File: config.mk
export PLATFORM = sky130hd
export DESIGN_NAME = sync_fifo_thresh
export DESIGN_NICKNAME = d
export VERILOG_FILES = /design/src/rtl/fifo_pkg.sv /design/src/rtl/sfifo_mem.sv /design/src/rtl/sync_fifo_thresh.sv
export SDC_FILE = /design/constraint.sdc
export NUM_CORES = 1
export LEC_CHECK = 0
export ABC_CLOCK_PERIOD_IN_PS = 3670
export CAP_MARGIN = 20
export CORE_MARGIN = 10
export CORE_UTILIZATION = 59
export DETAILED_ROUTE_END_ITERATION = 8
export PLACE_DENSITY_LB_ADDON = 0.1
export SETUP_SLACK_MARGIN = 0.05
export SKIP_CTS_REPAIR_TIMING = 1
export SLEW_MARGIN = 20
export SYNTH_ARGS = -nofsm -noshare
export SYNTH_HDL_FRONTEND = slang
export SYNTH_SLANG_ARGS = --single-unit
export TNS_END_PERCENT = 30
File: constraint.sdc
create_clock -name clk -period 3.67 [get_ports clk]
set_input_delay 0.734 -clock clk [delete_from_list [all_inputs] [get_ports clk]]
set_output_delay 0.734 -clock clk [all_outputs]
set_load 0.02 [all_outputs]
File: src/rtl/fifo_pkg.sv
// Shared helpers and mode encoding for the single-clock threshold FIFO.
package fifo_pkg;

  // Read-side behaviour: registered read data or first-word-fall-through head.
  typedef enum int {
    STD  = 0,
    FWFT = 1
  } fifo_mode_e;

  // Address width: enough bits to index every entry.
  function automatic int addr_w(input int depth);
    return $clog2(depth);
  endfunction

  // Pointer width: address bits plus one wrap bit so full and empty differ.
  function automatic int ptr_w(input int depth);
    return $clog2(depth) + 1;
  endfunction

endpackage

File: src/rtl/sfifo_mem.sv
// Storage array for the single-clock FIFO: synchronous write, asynchronous read.
module sfifo_mem
  import fifo_pkg::*;
#(
  parameter int data_width = 8,
  parameter int depth      = 16
) (
  input  logic                     clk,
  input  logic                     we,
  input  logic [addr_w(depth)-1:0] waddr,
  input  logic [data_width-1:0]    wdata,
  input  logic [addr_w(depth)-1:0] raddr,
  output logic [data_width-1:0]    rdata
);

  logic [data_width-1:0] mem [depth];

  // Write port; contents are deliberately not reset.
  always_ff @(posedge clk) begin
    if (we) mem[waddr] <= wdata;
  end

  assign rdata = mem[raddr];

endmodule

File: src/rtl/sync_fifo_thresh.sv
// Single-clock FIFO with fill count, almost-full/almost-empty thresholds,
// synchronous flush, optional first-word-fall-through read and sticky errors.
module sync_fifo_thresh
  import fifo_pkg::*;
#(
  parameter int data_width    = 8,
  parameter int depth         = 16,
  parameter int afull_thresh  = depth - 2,
  parameter int aempty_thresh = 2,
  parameter int fwft          = 0
) (
  input  logic                    clk,
  input  logic                    rst_n,
  input  logic                    flush,
  input  logic                    w_en,
  input  logic [data_width-1:0]   data_in,
  input  logic                    r_en,
  output logic [data_width-1:0]   data_out,
  output logic                    full,
  output logic                    empty,
  output logic                    almost_full,
  output logic                    almost_empty,
  output logic [ptr_w(depth)-1:0] count,
  output logic                    overflow,
  output logic                    underflow,
  input  logic                    clr_err
);

  localparam int AW = addr_w(depth);
  localparam int PW = ptr_w(depth);

  if ((depth < 4) || ((depth & (depth - 1)) != 0)) begin : g_bad_depth
    $error("sync_fifo_thresh: depth must be a power of 2 and at least 4");
  end
  if ((afull_thresh < 1) || (afull_thresh > depth)) begin : g_bad_afull
    $error("sync_fifo_thresh: afull_thresh must be in 1..depth");
  end
  if ((aempty_thresh < 0) || (aempty_thresh > depth - 1)) begin : g_bad_aempty
    $error("sync_fifo_thresh: aempty_thresh must be in 0..depth-1");
  end

  logic [PW-1:0]         wptr_q, wptr_d;
  logic [PW-1:0]         rptr_q, rptr_d;
  logic                  ovf_q, ovf_d;
  logic                  udf_q, udf_d;
  logic                  wr_acc, rd_acc;
  logic                  ovf_set, udf_set;
  logic [data_width-1:0] head;

  // Occupancy and flags come straight from the registered pointers.
  assign count        = wptr_q - rptr_q;
  assign full         = (count == PW'(depth));
  assign empty        = (count == '0);
  assign almost_full  = (count >= PW'(afull_thresh));
  assign almost_empty = (count <= PW'(aempty_thresh));
  assign overflow     = ovf_q;
  assign underflow    = udf_q;

  // Accept/reject decisions, pointer advance, flush and sticky error update.
  always_comb begin
    wr_acc  = w_en && !full && !flush;
    rd_acc  = r_en && !empty && !flush;
    ovf_set = w_en && full && !flush;
    udf_set = r_en && empty && !flush;
    wptr_d  = wptr_q;
    rptr_d  = rptr_q;
    if (flush) begin
      wptr_d = '0;
      rptr_d = '0;
    end else begin
      if (wr_acc) wptr_d = wptr_q + PW'(1);
      if (rd_acc) rptr_d = rptr_q + PW'(1);
    end
    // A new error in the same cycle as clr_err keeps the flag set.
    ovf_d = (ovf_q && !clr_err) || ovf_set;
    udf_d = (udf_q && !clr_err) || udf_set;
  end

  // Pointer and error-flag state.
  always_ff @(posedge clk or negedge rst_n) begin
    if (!rst_n) begin
      wptr_q <= '0;
      rptr_q <= '0;
      ovf_q  <= 1'b0;
      udf_q  <= 1'b0;
    end else begin
      wptr_q <= wptr_d;
      rptr_q <= rptr_d;
      ovf_q  <= ovf_d;
      udf_q  <= udf_d;
    end
  end

  sfifo_mem #(
    .data_width (data_width),
    .depth      (depth)
  ) u_mem (
    .clk   (clk),
    .we    (wr_acc),
    .waddr (wptr_q[AW-1:0]),
    .wdata (data_in),
    .raddr (rptr_q[AW-1:0]),
    .rdata (head)
  );

  if (fwft == int'(FWFT)) begin : g_fwft
    // Head of the queue is presented directly; r_en only acknowledges it.
    assign data_out = head;
  end else begin : g_std
    logic [data_width-1:0] dout_q, dout_d;

    // Capture the head on an accepted read, otherwise hold.
    always_comb begin
      dout_d = dout_q;
      if (rd_acc) dout_d = head;
    end

    // Registered read data, cleared by reset.
    always_ff @(posedge clk or negedge rst_n) begin
      if (!rst_n) dout_q <= '0;
      else        dout_q <= dout_d;
    end

    assign data_out = dout_q;
  end

endmodule
==> qor.yml <==
critical_path:
  worst_path_max_delay_cell: "dfrtp_1"
  crit_fanout: 10
  cp.required_ps: 2940
  startpoint: "wptr_q[0]$_DFFE_PN0P_"
  cp-end-kind: "output pin"
  worst-r2r-setup-slack_ps: 690
  worstSetupPathType: "register to output pin"
  reg2regPathDepth: 8
  crit_path_start_kind: "register"
  rr_endpoint: "rptr_q[4]$_DFFE_PN0P_"
  cp_slowest_stage_delay_ps: 390
  path_cells: "inv_1 -> ha_1 -> fa_2 -> nand2b_1 -> a21oi_2 -> xor2_2 -> inv_4 -> a2111oi_2 -> buf_4"
  cp.depth: 9
  critPathBufInv: 3
  cp.arrival_ps: 2780
  cpLargestDelayFamily: "adder cells"
  reg2reg_from: "wptr_q[0]$_DFFE_PN0P_"
status:
  status: "complete, no violations"
sta:
  finalSetupViolations: 0
  min_period_ps: 3510
  hold_viol: 0
  timing.final.crit_share: 0.957
  relSlewSlack: 0.387
  worst_pin_slew_ps: 917
  maxSlewViolCount: 0
  rsz0062_at_grt: "true"
  fin_tns_setup_ps: 0
  clock.fmax_mhz: 285
  fin_skew_ps: 7.02
layout:
  drive_gt1_frac: 0.285
  fin_util: 0.723
  layout.nets: 421
  antennaDiodeCount: 0
  post-route-cell-area_um2: 7430
  area_growth_pct: 20.4
  num-fill-cells: 663
floorplanning:
  die_area_um2: 14900
  boundaryPins: 33
  rows: 37
  die_h_um: 122
  die_w_um: 122
  coreArea_um2: 10300
  initial_core_util: 0.600
routing:
  drc: 0
  drt_iter0_drc: 299
  dr.pass1.iters: 4
  dr_total_vias: 3308
  viasPerCell: 6.06
  wl_um: 12800
  detail_route.wl_per_cell_um: 23.4
  antenna_left: 0
synthesis:
  syn_area_um2: 6170
  yosys.area.top_type: "edfxtp_1"
  syn_avg_cell_area_um2: 18.4
  synthDistinctLibCells: 40
  synth_top_area_share: 0.623
  async_flop_share: 0.135
  ys_ff_latch: 148
  syn_inst: 336
  yosysSeqAreaShare: 0.704
  synth_nets: 360
  synthFlopType: "edfxtp_1"
  synth.area.top_cells: "edfxtp_1 62%, mux4_2 12%, dfrtp_1 8.1%"
  yosysMostFrequentCell: "edfxtp_1"
  synth_enable_flop_cells: 128
  yosys_warnings: 0
  ys_top_cells_by_count: "128 x edfxtp_1, 32 x mux4_2, 20 x dfrtp_1"
global_routing:
  grt_pass1_wl_um: 19600
  gr-total-overflow: 0
  grt_pass1_vias: 3321
  grt_max_degree: 37
  antenna_found_initial: 0
  grt.total_usage: 0.179
placement:
  port_buffers: 32
  gp_routability_congestion: 0.929
  place_hpwl_um: 7920
  dpl_cell_area_um2: 6760
cts:
  clock_path_buffers: 2
  numCtsBuffers: 17
  clock-sinks: 148
  clock_latency_ps: 520
  ctsRootBufferMaster: "clkbuf_8"
  cts_tree: "done"
  h-tree-depth: 4
  clkSlewWorstSetupHoldPaths_ps: 60
hold_path:
  hold_depth: 1
  min_from: "overflow$_DFF_PN0_"
  hold_path.class: "register to register"
  whs_endpoint: "overflow$_DFF_PN0_"
power:
  power.leakage_nw: 2.63
  irDropWorstVdd_mv: 0.695
  power_density_nw_per_um2: 754
run:
  maxCapViolations: 0
sequential cells by signal (all words and copies together) (netlist names):
register / count
u_mem.mem: 128
rptr_q: 5
wptr_q: 5
data_out: 8
underflow: 1
overflow: 1
area by class of cell:
class | count | area (µm²) | share of cell area
multi-input combinational | 165 | 1760 | 0.237
inverter | 10 | 40.0 | 0.00539
timing repair buffer | 55 | 493 | 0.0664
clock inverter | 8 | 78.8 | 0.0106
clock buffer | 24 | 536 | 0.0721
tap | 136 | 170 | 0.0229
sequential | 148 | 4350 | 0.585
report_power, final:
group / internal (mW) / switching (mW) / total (mW)
clock network: 1.08 / 0.645 / 1.73
logic: 0.886 / 0.994 / 1.88
registers: 1.93 / 0.0540 / 1.99
worst max path at each step:
stage | endpoint
after floorplan | almost_empty
after global placement | almost_empty
after detailed placement | almost_empty
after CTS | almost_empty
after global routing | almost_empty
final | almost_empty
cells in the final DEF (no fill, tap or decap), drive strengths merged, types with 2 or more instances in the layout:
cell	count
a2111oi	2
nand4	2
o2111ai	2
ha	9
nor4	4
dfrtp	20
clkdlybuf4s50	27
o31ai	2
xor2	3
dlymetal6s2s	3
nand2b	3
a22oi	16
inv	13
mux4	32
a21boi	2
mux2	17
a32o	2
nor2	19
nor3	13
clkbuf	25
clkinv	4
edfxtp	128
nand2	17
a21oi	6
buf	24
nor2b	5
metal layers:
layer	vias to the layer above	share of wire	GRT usage	routed length, µm
met3	18	0.067	0.0335	859
met5	-	0	0	0
li1	1474	-	-	-
met1	1687	0.41	0.235	5250
met4	0	0.019	0.0803	238
met2	129	0.50	0.287	6410
logic make-up (layout without fill, tap and decap cells):
| logic type | Yosys count | count (layout) | synth area share |
|---|---|---|---|
| muxes | 50 | 50 | 0.155 |
| buffers and inverters | 23 | 97 | 0.0154 |
| AOI/OAI and AO/OA | 36 | 36 | 0.0465 |
| DFF | 148 | 148 | 0.704 |
| xor gates and xnor gates | 4 | 4 | 0.00812 |
| adders and majority gates | 10 | 10 | 0.0215 |
| and+or+nand+nor | 65 | 65 | 0.0491 |
through the flow:
step	instances	hold WS, ps	setup WS [ps]	power (mW)
after detailed placement	511	489	124	3.84
final	546	498	160	5.60
after CTS	543	503	-428	5.57
after floorplan	336	438	175	3.24
after global routing	546	512	21.5	5.86
after global placement	511	487	179	3.81
Power figures use the tool's default switching activity.
